File: config.mk
export PLATFORM = sky130hd
export DESIGN_NAME = boule_rouge_spawner
export DESIGN_NICKNAME = d
export VERILOG_FILES = /design/src/rtl/boule_rouge_spawner.sv
export SDC_FILE = /design/constraint.sdc
export NUM_CORES = 1
export LEC_CHECK = 0
export ABC_CLOCK_PERIOD_IN_PS = 6480
export BUFFER_PORTS_ARGS = -buffer_cell sky130_fd_sc_hd__clkbuf_2
export CAP_MARGIN = 20
export CORE_ASPECT_RATIO = 1.2
export CORE_MARGIN = 5
export CORE_UTILIZATION = 40
export CTS_BUF_LIST = sky130_fd_sc_hd__clkbuf_4
export CTS_CLUSTER_SIZE = 25
export DETAILED_ROUTE_END_ITERATION = 10
export PLACE_DENSITY = 0.58
export SLEW_MARGIN = 20
export SYNTH_ARGS = -nofsm -noshare
export SYNTH_HDL_FRONTEND = slang
export SYNTH_SLANG_ARGS = --single-unit
File: constraint.sdc
create_clock -name clk -period 6.48 [get_ports clk]
set_clock_uncertainty 0.05 [all_clocks]
set_input_delay 1.62 -clock clk [delete_from_list [all_inputs] [get_ports clk]]
set_output_delay 1.62 -clock clk [all_outputs]
set_load 0.05 [all_outputs]
File: src/rtl/boule_rouge_spawner.sv
// boule_rouge_spawner
//   Red-ball spawner. A 16-bit Galois LFSR picks the respawn delay, the start
//   side and the 6-move path. The block requests a ball from the ball layer,
//   then follows its landings and publishes the cube under the ball as a
//   one-hot mask (bit0 = top cube).
// Ports
//   clk, reset          system clock, synchronous active-high reset
//   e_start_qb          restart request, honoured while paused
//   e_pause_qb          pause request
//   e_resume_qb         resume request (wins over start)
//   freeze_power        spawn-delay counter holds while high
//   KO_qb               Q*bert hit: stop tracking the current ball
//   done_move_br        level from ball layer, rises on each landing
//   br_end              level from ball layer, rises when the ball has faded
//   e_enable_br         spawn request, held until the first landing
//   e_move_br[5:0]      path bits, bit k-1 steers move k (1: col+1)
//   e_XY0_br[20:0]      start cube pixel origin {x[20:10], y[9:0]}
//   br_cube[31:0]       one-hot cube under the ball, 0 when none
//   br_row[2:0]         current row (7 = fallen off)
//   br_active           ball alive and on the pyramid
//   br_spawn_cnt[7:0]   spawns issued, saturating
module boule_rouge_spawner #(
  parameter logic [15:0] LFSR_SEED   = 16'hACE1,
  parameter logic [31:0] DELAY_MIN   = 32'd25_000_000,
  parameter logic [4:0]  DELAY_SHIFT = 5'd16,
  parameter logic [20:0] XY_LEFT     = 21'h0,
  parameter logic [20:0] XY_RIGHT    = 21'h0
) (
  input  logic        clk,
  input  logic        reset,
  input  logic        e_start_qb,
  input  logic        e_pause_qb,
  input  logic        e_resume_qb,
  input  logic        freeze_power,
  input  logic        KO_qb,
  input  logic        done_move_br,
  input  logic        br_end,
  output logic        e_enable_br,
  output logic [5:0]  e_move_br,
  output logic [20:0] e_XY0_br,
  output logic [31:0] br_cube,
  output logic [2:0]  br_row,
  output logic        br_active,
  output logic [7:0]  br_spawn_cnt
);

  typedef enum logic [1:0] {G_RESUME, G_PAUSE, G_RESTART} game_t;
  typedef enum logic [1:0] {S_WAIT, S_SPAWN, S_TRACK, S_ENDW} state_t;

  function automatic logic [15:0] lfsr_step(input logic [15:0] v);
    lfsr_step = {1'b0, v[15:1]} ^ (v[0] ? 16'hB400 : 16'h0000);
  endfunction

  function automatic logic [31:0] delay_of(input logic [15:0] v);
    delay_of = DELAY_MIN + ({24'd0, v[7:0]} << DELAY_SHIFT);
  endfunction

  // Row r starts at triangular index r*(r+1)/2.
  function automatic logic [31:0] cube_of(input logic [2:0] row, input logic [2:0] col);
    logic [4:0] base;
    case (row)
      3'd0:    base = 5'd0;
      3'd1:    base = 5'd1;
      3'd2:    base = 5'd3;
      3'd3:    base = 5'd6;
      3'd4:    base = 5'd10;
      3'd5:    base = 5'd15;
      3'd6:    base = 5'd21;
      default: base = 5'd28;
    endcase
    cube_of = 32'd1 << (base + {2'b00, col});
  endfunction

  game_t       game_q, game_d;
  state_t      state_q, state_d;
  logic [15:0] lfsr_q, lfsr_d;
  logic [31:0] delay_q, delay_d;
  logic        dm_prev_q, dm_prev_d;
  logic        end_prev_q, end_prev_d;
  logic        enable_q, enable_d;
  logic [5:0]  move_q, move_d;
  logic [20:0] xy_q, xy_d;
  logic        side_q, side_d;
  logic [2:0]  row_q, row_d;
  logic [2:0]  col_q, col_d;
  logic [2:0]  land_q, land_d;
  logic        active_q, active_d;
  logic [31:0] cube_q, cube_d;
  logic [7:0]  cnt_q, cnt_d;
  logic        dm_rise, end_rise;

  always_comb begin
    game_d     = game_q;
    state_d    = state_q;
    lfsr_d     = lfsr_q;
    delay_d    = delay_q;
    dm_prev_d  = done_move_br;
    end_prev_d = br_end;
    enable_d   = enable_q;
    move_d     = move_q;
    xy_d       = xy_q;
    side_d     = side_q;
    row_d      = row_q;
    col_d      = col_q;
    land_d     = land_q;
    active_d   = active_q;
    cnt_d      = cnt_q;
    dm_rise    = done_move_br & ~dm_prev_q;
    end_rise   = br_end & ~end_prev_q;

    case (game_q)
      G_RESUME:  if (e_pause_qb) game_d = G_PAUSE;
      G_PAUSE: begin
        if (e_resume_qb)     game_d = G_RESUME;
        else if (e_start_qb) game_d = G_RESTART;
      end
      default:   game_d = G_RESUME;
    endcase

    if (game_q == G_RESUME) begin
      lfsr_d = lfsr_step(lfsr_q);
      case (state_q)
        S_WAIT: begin
          if (!freeze_power) begin
            // Spawn on the cycle the count would reach zero.
            if (delay_q <= 32'd1) begin
              move_d   = lfsr_q[13:8];
              side_d   = lfsr_q[14];
              xy_d     = lfsr_q[14] ? XY_RIGHT : XY_LEFT;
              enable_d = 1'b1;
              state_d  = S_SPAWN;
            end else begin
              delay_d = delay_q - 32'd1;
            end
          end
        end
        S_SPAWN: begin
          if (KO_qb) begin
            enable_d = 1'b0;
            state_d  = S_ENDW;
          end else if (dm_rise) begin
            enable_d = 1'b0;
            row_d    = 3'd1;
            col_d    = {2'b00, side_q};
            land_d   = 3'd0;
            active_d = 1'b1;
            cnt_d    = (cnt_q == 8'hFF) ? cnt_q : cnt_q + 8'd1;
            state_d  = S_TRACK;
          end
        end
        S_TRACK: begin
          if (KO_qb) begin
            active_d = 1'b0;
            state_d  = S_ENDW;
          end else if (dm_rise) begin
            land_d = land_q + 3'd1;
            row_d  = row_q + 3'd1;
            col_d  = col_q + {2'b00, move_q[land_q]};
            if (row_q == 3'd6) begin
              active_d = 1'b0;
              state_d  = S_ENDW;
            end
          end
        end
        default: begin
          if (end_rise) begin
            delay_d = delay_of(lfsr_q);
            state_d = S_WAIT;
          end
        end
      endcase
    end else if (game_q == G_RESTART) begin
      enable_d = 1'b0;
      move_d   = '0;
      xy_d     = '0;
      side_d   = 1'b0;
      row_d    = '0;
      col_d    = '0;
      land_d   = '0;
      active_d = 1'b0;
      delay_d  = delay_of(lfsr_q);
      state_d  = S_WAIT;
    end

    cube_d = active_d ? cube_of(row_d, col_d) : '0;
  end

  always_ff @(posedge clk) begin
    if (reset) begin
      game_q     <= G_RESUME;
      state_q    <= S_WAIT;
      lfsr_q     <= LFSR_SEED;
      delay_q    <= delay_of(LFSR_SEED);
      dm_prev_q  <= 1'b0;
      end_prev_q <= 1'b0;
      enable_q   <= 1'b0;
      move_q     <= '0;
      xy_q       <= '0;
      side_q     <= 1'b0;
      row_q      <= '0;
      col_q      <= '0;
      land_q     <= '0;
      active_q   <= 1'b0;
      cube_q     <= '0;
      cnt_q      <= '0;
    end else begin
      game_q     <= game_d;
      state_q    <= state_d;
      lfsr_q     <= lfsr_d;
      delay_q    <= delay_d;
      dm_prev_q  <= dm_prev_d;
      end_prev_q <= end_prev_d;
      enable_q   <= enable_d;
      move_q     <= move_d;
      xy_q       <= xy_d;
      side_q     <= side_d;
      row_q      <= row_d;
      col_q      <= col_d;
      land_q     <= land_d;
      active_q   <= active_d;
      cube_q     <= cube_d;
      cnt_q      <= cnt_d;
    end
  end

  assign e_enable_br  = enable_q;
  assign e_move_br    = move_q;
  assign e_XY0_br     = xy_q;
  assign br_cube      = cube_q;
  assign br_row       = row_q;
  assign br_active    = active_q;
  assign br_spawn_cnt = cnt_q;

endmodule

# == Word level (Yosys, flattened, before mapping) ==
# Cells that the tools add are included.
# totals
wordCells,154
inputBits,9
output_inout_bits,72
regBits,133
# classes
reduce_logical,13
addsub,7
n_bitwise,8
eq_ne,32
n_shift,1
muxes,75
magnitude_cmp,2
# op_table
cell,count
$mux 32,5
$mux 21,5
$pmux 32 s2,1
$mux 3,18
$pmux 5 s7,1
$le 32x1->1 const B,1
$shl 1x5->32 const A,1
$sub 32x1->32 const B,1
$mux 6,5
$add 25x24->26 const A,1
$mux 2,13
$ne 3x3->1 const B,8
$mux 1,18
$pmux 3 s2,3
$mux 16,1
$xor 15x16->16,1
$reduce_and 5->1,3
$eq 3x3->1 const B,4
$ne 4x4->1 const B,3
$add 8x1->8 const B,1
$eq 8x8->1 const B,1
$reduce_and 7->1,1
$add 3x1->3 const B,2
$eq 3x2->1 const B,2
24 further kinds,38

# == Depth between registers and ports, before layout ==
# Gate-level depths: netlist (run 1).
# logic_depth
word_depth,10
depth_mapped,20
depth_no_buf,17

# == Worst setup path before layout (run 1) ==
# Ideal clock, no wire load.
# synth_timing
path_type,in2reg
startpoint,in done_move_br
endpoint,reg cube_q[0] (netlist: br_cube[0])
t_required_ps,6289
n_path_buf,1
setup_slack_ps,914
arrival_time_ps,5376
setup_time_ps,141
path_stages,17
cell_sequence,or2b_1 > ha_1 > nand2b_1 > a211o_1 > nand3_1 > inv_1 > ha_1 > buf_1 > a21oi_2 > mux2i_1 > ha_1 > a21o_1 > a21oi_1 > nor3_1 > and2b_4 > a2111oi_4 > a21oi_1
# synth_via
elab_chain_cells,9
word_cells_on_any_way,31
classes_between,add/sub: 1; eq/ne: 6; shift: 1; mux: 19; bitwise: 2; reduce/logical: 2
# synth_rtl
element,line,rtl
"start, declared",36,"input logic done_move_br,"
$and 1x1->1 *,108,dm_rise = done_move_br & ~dm_prev_q;
"$mux 3, on equally long branches","155, 141",
"$mux 3, on equally long branches","152, 138",
$pmux 3 s2,122,case (state_q)
$mux 3,120,if (game_q == G_RESUME) begin
"$eq 3x3->1, or another cell as far along",61,case (row)
$pmux 5 s7,61,
$add 5x3->5,71,"cube_of = 32'd1 << (base + {2'b00, col});"
$shl 1x5->32,71,
"end signal, assigned",221,cube_q <= cube_d;
"end, declared",88,"logic [31:0] cube_q, cube_d;"
# Mark *: on every way between the ends. The rest lies on a longest branch, timed or not.
# A chain may end at the register's enable or synchronous reset.

# == Worst setup path after layout (run 1) ==
# layout_timing
startpoint,in done_move_br
endpoint,reg cube_q[7] (netlist: br_cube[7])
# The elaborated chain is that of the path after synthesis.

==> run metrics, run 1 <==
final hold viol count 0; cells after synthesis 688; slack of the worst reg-to-reg path 1.50 ns; Synth top area share 0.3805; Root Buffer Master clkbuf_4; Worst-path clk slew 0.18 ns; Pins Over Slew Limit 0; post-CTS setup repair buffer count 0; CTS sink cnt 112; GP Congestion 0.8898; Core Area 14410 sq um; f_max 181.8 MHz; H-tree levels 3; Compound-Gate Fraction of Synth Area 0.1947; final wirelength 15.06 mm; worst hold endpoint lfsr_q[14]; synth top area cells dfxtp_1 38%, a21oi_1 5.7%, ha_1 4.2%; Die H 143.0 microns; most frequent cell after synthesis dfxtp_1; cell internal pwr 887.6 uW; max-cap violation count 0; initial antenna violation count 1; P per Cell Area 211.6 nW/um^2; Worst-Skew Late Latency 0.50 ns; # port buffers 59; Synth async-reset ratio 0; CTS max path bufs 2; commonest cells in the netlist 112 x dfxtp_1, 67 x a21oi_1, 64 x nand2_1; area leader, netlist dfxtp_1; CP required 6.81 ns; Vias per Instance 5.643; layout cells sized above 1 0.1442; CP Cell Sequence clkbuf_2, or2b_1, ha_1, nand2b_1, a211o_1, nand3_1, inv_1, ha_1, a21oi_2, mux2i_1, fa_1, a21oi_1, nor3_1, and2b_4, a2111oi_4, a21oi_1; area occupied by multi-input gates 3368 sq um; power share of the clock group 0.255; critical path's largest stage delay 0.57 ns; Final nets 760; first-pass GRT wire length 25.00 mm; worst r2r dst br_cube[7]; DPL Wire Length 10.74 mm; WHS Path Cells 2; RSZ-0062 raised after global routing no; total grt overflow 0; die area 17270 sq um; worst vdd ir 0.1234 mV; CTS resizes 0; slowest stage cell, crit path a2111oi_4; reg2reg path depth 15; hold wc startpoint lfsr_q[15]; FF/Latch Area 2242 sq um; TritonRoute pass-1 iters 8; # IOs 81; mux cell area share after synthesis 0.01592; die width 120.8 microns; total power 1344 uW; sequential power share 0.568; setup tns final 0 ns; slew margin rel. 0.4387; P_sw 456.7 uW; post-synthesis cell area 5893 sq um; Worst Setup End Kind flop; Distinct cells, synth 78; Num CTS Buffers 9; Synth Area in Adders 0.04586; Setup violations, final 0; main combinational cell family by area after synthesis simple AND/OR/NAND/NOR gates; Post-CTS Hold Fix Bufs 0; # rows 48; worst r2r src state_q[0]; # DRC 0; synth warn 0; sequential-to-total area share from yosys stat 0.3805; synthesis-stage register bit count 112; area growth from synthesis to layout 7.813%; fill count 1477; wire per inst 16.51 microns; startpoint types primary input; Avg Synthesized Cell Area 8.566 sq um; Critical Path AT 5.83 ns; Post-Synth XOR/XNOR Area 0.05202; initial core utilization 0.4089; kind of critical path primary input to flop; GRT Total Usage 0.1764; Hold Crit Class flop to flop; worst-path maximum fanout 9; ys flop type dfxtp_1; status complete, no violations; Synth Area in Simple Gates 0.2490; Comb pwr share 0.177; pin slew with the least headroom to its limit 0.8395 ns; Post-synth EDFFs 0; Antenna Violating Nets Remaining 0; Leakage 0.002482 uW; vias in the first global route 5007; crit path time final 5.499 ns; largest net degree at the start of global routing 44; DR vias 5146; CTS tree built; fin crit share 0.8486; number of DRC markers in iteration 0 385; sw frac 0.3398
[cell families after synthesis]
logic type | after synthesis
AND/OR/NAND/NOR | 279
adder cells (fa/ha/maj) | 21
other | 1
AO/OA/AOI/OAI | 163
multiplexers | 8
XOR/XNOR | 35
flip-flops | 112
buffers and inverters | 69
[final cells by class]
class	count	share of cell area
Multi-Input combinational cell	527	0.5301
Sequential cell	112	0.3529
Timing Repair Buffer	63	0.05120
Tap cell	175	0.03446
Clock buffer	9	0.01063
Inverter	17	0.01004
Clock inverter	7	0.009846
Antenna cell	2	0.0007877
[layout by cell type, fill, tap and decap left out, types with 3 or more instances in the layout]
cell type  count
conb_1        21
clkbuf_2      59
a21o_1         5
a21oi_1       67
o21ai_0       17
nor4_2         6
nor3b_1        3
dfxtp_1      112
o211ai_1       6
and3_1         3
buf_4          4
o31a_1         4
o21ai_1        4
nor3_1        28
and2_1         9
nor4_1        13
nor2_1        61
a211oi_1       6
ha_1          20
a31oi_1        4
nand4_1       20
inv_8          3
nand2b_1       5
or4_1          7
o31ai_1        5
clkbuf_4       9
or3_1         10
nand3_1       26
inv_1         17
nor2b_1        5
xor2_1        26
a22o_1        10
xnor2_1        9
and4b_1        3
nand2_1       64
mux2i_1        6
[flip-flops by register name, indices dropped and copies added (netlist names)]
| name | flops |
|---|---|
| col_q | 3 |
| lfsr_q | 16 |
| state_q | 2 |
| dm_prev_q | 1 |
| br_spawn_cnt | 8 |
| end_prev_q | 1 |
| side_q | 1 |
| br_active | 1 |
| game_q | 2 |
| land_q | 3 |
| delay_q | 32 |
| br_cube | 32 |
| e_enable_br | 1 |
| e_move_br | 6 |
| br_row | 3 |
[layer usage]
layer | share of wire | vias up | track usage
met5 | 0 | - | 0
met3 | 0.041 | 14 | 0.02100
li1 | - | 2541 | -
met1 | 0.44 | 2453 | 0.2194
met4 | 0.013 | 0 | 0.06026
met2 | 0.51 | 138 | 0.3159
[how the worst max path moves through the flow]
stage | cells after the start | endpoint | from | slack [ns]
floorplan | 17 | br_cube[0] | done_move_br | 0.91
global placement | 16 | br_cube[3] | done_move_br | 0.62
detailed placement | 16 | br_cube[6] | done_move_br | 0.48
CTS | 16 | br_cube[3] | done_move_br | 1.05
global route | 16 | br_cube[2] | done_move_br | 0.72
finish | 16 | br_cube[7] | done_move_br | 0.98
[worst max-delay path, delay by kind of cell]
kind	cells	cell delay [ns]
AO/OA/AOI/OAI	5	1.70
multiplexers	1	0.19
AND/OR/NAND/NOR	5	1.01
adder cells (fa/ha/maj)	3	1.04
buffers and inverters	2	0.27
[power by group through the flow]
stage          combinational [uW]  sequential, uW  clock [uW]
2_1_floorplan                 205             763           0
5_1_grt                       264             769         383
6_report                      238             763         343
3_3_place_gp                  232             775           0
4_1_cts                       237             763         358
3_5_place_dp                  236             777           0
[per-stage QoR]
stage / hold WS, ns / worst slack (ns) / util / instance area (sq um) / std cells
after floorplan: 0.3821 / 0.9137 / - / 5968 / 708
after global placement: 0.4046 / 0.6210 / 0.4312 / 6215 / 894
after detailed placement: 0.4035 / 0.4776 / 0.4314 / 6218 / 894
after CTS: 0.4247 / 1.050 / 0.4405 / 6349 / 910
after global routing: 0.4525 / 0.7188 / 0.4408 / 6354 / 912
final: 0.4222 / 0.9809 / 0.4408 / 6354 / 912
(Power assumes the default switching activity.)
==> run 2, diff against run 1 <==
- ABC_AREA: not set -> 1
- ABC_CLOCK_PERIOD_IN_PS: 6480 -> 5600
- clock period: 6.48 -> 5.6 ns (I/O delays scaled with it)
==> run metrics, run 2 <==
Critical Path AT 4.35 ns; kind of critical path primary input to flop; Setup violations, final 0; max-cap violation count 0; Avg Synthesized Cell Area 6.940 sq um; wire per inst 12.62 microns; most frequent cells in the layout 166 x nand2_1, 149 x nor2_1, 112 x dfxtp_1; cells after synthesis 831; largest net degree at the start of global routing 37; post-synthesis cell area 5767 sq um; Vias per Instance 4.806; RSZ-0062 raised after global routing no; ys flop type dfxtp_1; vias in the first global route 4834; fill count 1519; total power 1817 uW; Distinct cells, synth 36; dpl ws 1.126 ns; sequential-to-total area share from yosys stat 0.3888; Synth top area share 0.3888; synthesis-stage register bit count 112; area leader, netlist dfxtp_1; Hold Crit Class flop to flop; Worst Setup End Kind flop; setup ws final 1.607 ns; # port buffers 59; f_max 250.5 MHz; Antenna Violating Nets Remaining 0; status complete, no violations; CTS max path bufs 2; fin crit share 0.7130; CP required 5.96 ns; initial core utilization 0.4034; GRT Total Usage 0.1619; CTS resizes 0; DR vias 5118; Synth async-reset ratio 0; Worst-Skew Late Latency 0.49 ns; final wirelength 13.44 mm; pin slew with the least headroom to its limit 0.8424 ns; Core Area 14290 sq um; crit path time final 3.993 ns; TritonRoute pass-1 iters 4; # IOs 81; die area 16930 sq um; setup tns final 0 ns; Worst-path clk slew 0.18 ns; Pins Over Slew Limit 0; post-CTS setup repair buffer count 0; # DRC 0; total grt overflow 0; commonest cells in the netlist 166 x nand2_1, 149 x nor2_1, 112 x dfxtp_1; DPL Wire Length 9.975 mm; Final nets 914; Post-CTS Hold Fix Bufs 0; startpoint types primary input; slew margin rel. 0.4384; layout cells sized above 1 0.1181; initial antenna violation count 1; worst vdd ir 0.1542 mV; final hold viol count 0; H-tree levels 3; Num CTS Buffers 9; number of DRC markers in iteration 0 300; WHS 0.4282 ns; Post-synth EDFFs 0; die width 119.6 microns; synth top area cells dfxtp_1 39%, nand2_1 11%, nor2_1 9.7%; GP Congestion 0.8221; P per Cell Area 289.1 nW/um^2; CTS tree built; area growth from synthesis to layout 9.004%; most frequent cell after synthesis nand2_1; Root Buffer Master clkbuf_4; commonest non-fill, non-tap cell in the layout nand2_1; Die H 141.5 microns; first-pass GRT wire length 22.74 mm; # rows 48; CTS sink cnt 112; worst-path maximum fanout 5; Leakage 0.002823 uW; synth warn 0
-- run 2: cell types whose count changed in the layout (fill, tap and decap cells not counted), sizes merged, moves of 9 or more --
cell	change
a22o	-10
nor4	-16
xor2	-12
xnor2	-9
a21oi	-13
nand2	+113
nand3	+28
nor2	+92
nand4	-11
o21ai	+29
or3	-10
and2	-9
inv	+76
-- run 2: worst max-delay path: stages --
cell and delay (ns):
clkbuf_2 0.12, nand2_1 0.09, ha_1 0.28, nand2_1 0.04
o211ai_1 0.09, nand3_1 0.09, nand2_1 0.12, inv_1 0.09
ha_1 0.23, nor2_1 0.17, nand3_4 0.12, nand2_1 0.12
inv_1 0.08, nand3_1 0.07, ha_1 0.27, xor2_1 0.34
inv_1 0.14, nor3_1 0.26, nand2_1 0.12, nor2_1 0.11
-- run 2: final cells by class --
class                   count  area, sq um  share of cell area
clock inverters             6        90.09             0.01433
well taps                 175        219.0             0.03483
multi-input cells         604         2983              0.4745
clock buffers              10        75.07             0.01194
inverters                  95        356.6             0.05673
repair buffers             62        317.8             0.05056
diodes                      1        2.502           0.0003981
flip-flops and latches    112         2242              0.3567
-- run 2: worst paths after layout --
kind,startpoint,end,slack [ns],cells past startpoint
setup / recovery,done_move_br,br_cube[15],1.61,20
hold / removal,lfsr_q[9],lfsr_q[9],0.43,2
setup reg to reg,state_q[1],br_cube[15],1.89,20
hold reg to reg,lfsr_q[9],lfsr_q[9],0.43,2
-- run 2: logic make-up (layout without fill, tap and decap cells) --
| kind of cell | count (synthesis) | in the layout | share of synthesized area |
|---|---|---|---|
| simple gates | 421 | 421 | 0.3127 |
| buf+inv | 135 | 173 | 0.1070 |
| compound gates | 127 | 127 | 0.1228 |
| flops | 112 | 112 | 0.3888 |
| fa+ha+maj | 21 | 21 | 0.04686 |
| xor+xnor | 14 | 14 | 0.02126 |
| other cells | 1 | 22 | 0.0006503 |
-- run 2: per-layer routing --
| layer | vias to the layer above | track usage | wire, microns |
|---|---|---|---|
| met4 | 0 | 0.06454 | 287 |
| met2 | 72 | 0.2717 | 6404 |
| met3 | 15 | 0.02273 | 381 |
| met1 | 2290 | 0.2105 | 6370 |
| met5 | - | 0 | 0 |
| li1 | 2741 | - | - |
-- run 2: stage by stage --
stage | instance area (sq um) | std cells | utilization
finish | 6286 | 1065 | 0.4398
global route | 6286 | 1065 | 0.4398
CTS | 6284 | 1064 | 0.4396
detailed placement | 6118 | 1048 | 0.4280
global placement | 6118 | 1048 | 0.4280
floorplan | 5842 | 851 | -
-- run 2: power breakdown --
group / switching, uW / total [uW] / internal, uW
Sequential: 46.1 / 892 / 846
Combinational: 330 / 458 / 128
Clock: 279 / 467 / 189
Total: 655 / 1820 / 1160
==> run 3, diff against run 2 <==
- ABC_CLOCK_PERIOD_IN_PS: 5600 -> 3600
- PLACE_DENSITY: 0.58 -> 0.6
- clock period: 5.6 -> 3.6 ns (I/O delays scaled with it)
==> run metrics, run 3 (synthesis gave the netlist of run 2 again) <==
Comb pwr share 0.272; pin slew with the least headroom to its limit 0.6448 ns; fill count 1497; Worst-Skew Late Latency 0.50 ns; vias in the first global route 4925; crit path time final 3.223 ns; area occupied by multi-input gates 3049 sq um; initial antenna violation count 1; Vias per Instance 4.828; layout cells sized above 1 0.1665; Critical Path AT 3.57 ns; CP required 3.94 ns; fin util 0.4597; CTS max path bufs 2; die area 16930 sq um; Die H 141.5 microns; largest net degree at the start of global routing 36; area growth from synthesis to layout 13.95%; Core Area 14290 sq um; Worst Setup End Kind flop; max-cap violation count 0; most frequent cells in the layout 164 x nand2_1, 146 x nor2_1, 109 x dfxtp_1; wire per inst 12.39 microns; DPL Wire Length 10.17 mm; # DRC 0; post-CTS setup repair buffer count 0; final wirelength 13.57 mm; CTS tree built; Root Buffer Master clkbuf_4; Post-CTS Hold Fix Bufs 0; status complete, no violations; FF/Latch Area 2246 sq um; sequential power share 0.489; number of DRC markers in iteration 0 222; first-pass GRT wire length 22.91 mm; slew margin rel. 0.5690; Num CTS Buffers 9; worst vdd ir 0.1893 mV; Antenna Violating Nets Remaining 0; fin crit share 0.8953; # IOs 81; P per Cell Area 432.4 nW/um^2; DR vias 5287; total grt overflow 0; GP Congestion 0.8414; f_max 310.2 MHz; CTS sink cnt 112; P_sw 1054 uW; final hold viol count 0; Worst-path clk slew 0.18 ns; Hold Crit Class flop to flop; sw frac 0.3711; commonest non-fill, non-tap cell in the layout nand2_1; Leakage 0.002961 uW; startpoint types flop; initial core utilization 0.4034; GRT Total Usage 0.1632; Setup violations, final 0; # port buffers 59; power share of the clock group 0.239; die width 119.6 microns; setup tns final 0 ns; TritonRoute pass-1 iters 4; kind of critical path flop to flop; H-tree levels 3; cell internal pwr 1787 uW; Pins Over Slew Limit 0; Final nets 944; worst-path maximum fanout 8; # rows 48
==> run 3: cell count changes in the layout (fill, tap and decap cells not counted), moves of 2 or more <==
cell,change
dfxtp_1,-3
ha_2,+3
nor3_2,+4
nor2_4,+2
buf_4,+30
nor2_1,-3
dfxtp_2,+3
nor3_1,-4
nand2_2,+2
ha_1,-3
nand2_1,-2
==> run 3: final cells by class <==
class | instances | share of cell area
timing repair buffer | 92 | 0.08264
inverter | 95 | 0.05427
tap | 175 | 0.03332
clock inverter | 7 | 0.01333
sequential | 112 | 0.3418
clock buffer | 9 | 0.01028
antenna | 1 | 0.0003808
multi-input combinational | 604 | 0.4640
==> run 3: worst paths after layout <==
kind | start | endpoint | slack, ns | cells past startpoint
setup / recovery | state_q[0] | br_cube[31] | 0.38 | 23
setup reg to reg | state_q[0] | br_cube[31] | 0.38 | 23
hold reg to reg | lfsr_q[9] | lfsr_q[9] | 0.43 | 2
hold / removal | lfsr_q[9] | lfsr_q[9] | 0.43 | 2
==> run 3: power by group through the flow <==
stage	Combinational, uW	Sequential, uW	Clock, uW
6_report	773	1390	679
2_1_floorplan	570	1430	0
3_3_place_gp	753	1410	0
5_1_grt	876	1400	749
4_1_cts	759	1390	706
3_5_place_dp	755	1410	0
==> run 3: critical path: stages, from the launching register on <==
cell and delay (ns):
dfxtp_2 0.39, inv_1 0.07, ha_1 0.32, inv_2 0.10
nor2_4 0.06, nor2_4 0.12, nand2_1 0.06, nand2_1 0.11
inv_1 0.09, ha_1 0.22, nor2_2 0.16, nand3_4 0.08
nand2_1 0.07, inv_1 0.06, nand3_1 0.07, ha_2 0.31
nand2_1 0.08, nand2_1 0.05, a31oi_2 0.19, inv_1 0.08
nand3_1 0.10, nand2_2 0.13, nand2_1 0.11, nor2_1 0.05
==> run 3: through the flow <==
stage          setup WS, ns  power, uW  hold WS [ns]  cells  area (sq um)
2_1_floorplan        0.1177       1997        0.3780    851          5842
3_3_place_gp        -0.1351       2167        0.3873   1078          6344
3_5_place_dp        -0.2161       2169        0.4057   1078          6344
4_1_cts             0.01018       2853        0.4295   1094          6499
5_1_grt            -0.02178       3029        0.4640   1095          6571
6_report             0.3768       2841        0.4299   1095          6571
==> run 3: what timing repair did <==
item	CTS	global route
gates resized for setup	0	21
setup endpoints to repair	0	32
hold endpoints to repair	0	0
==> run 3: routing by layer <==
metal / up-vias / track usage / part of all wire
met4: 0 / 0.05549 / 0.019
met3: 16 / 0.02592 / 0.031
li1: 2804 / - / -
met2: 85 / 0.2866 / 0.49
met5: - / 0 / 0
met1: 2382 / 0.2036 / 0.46
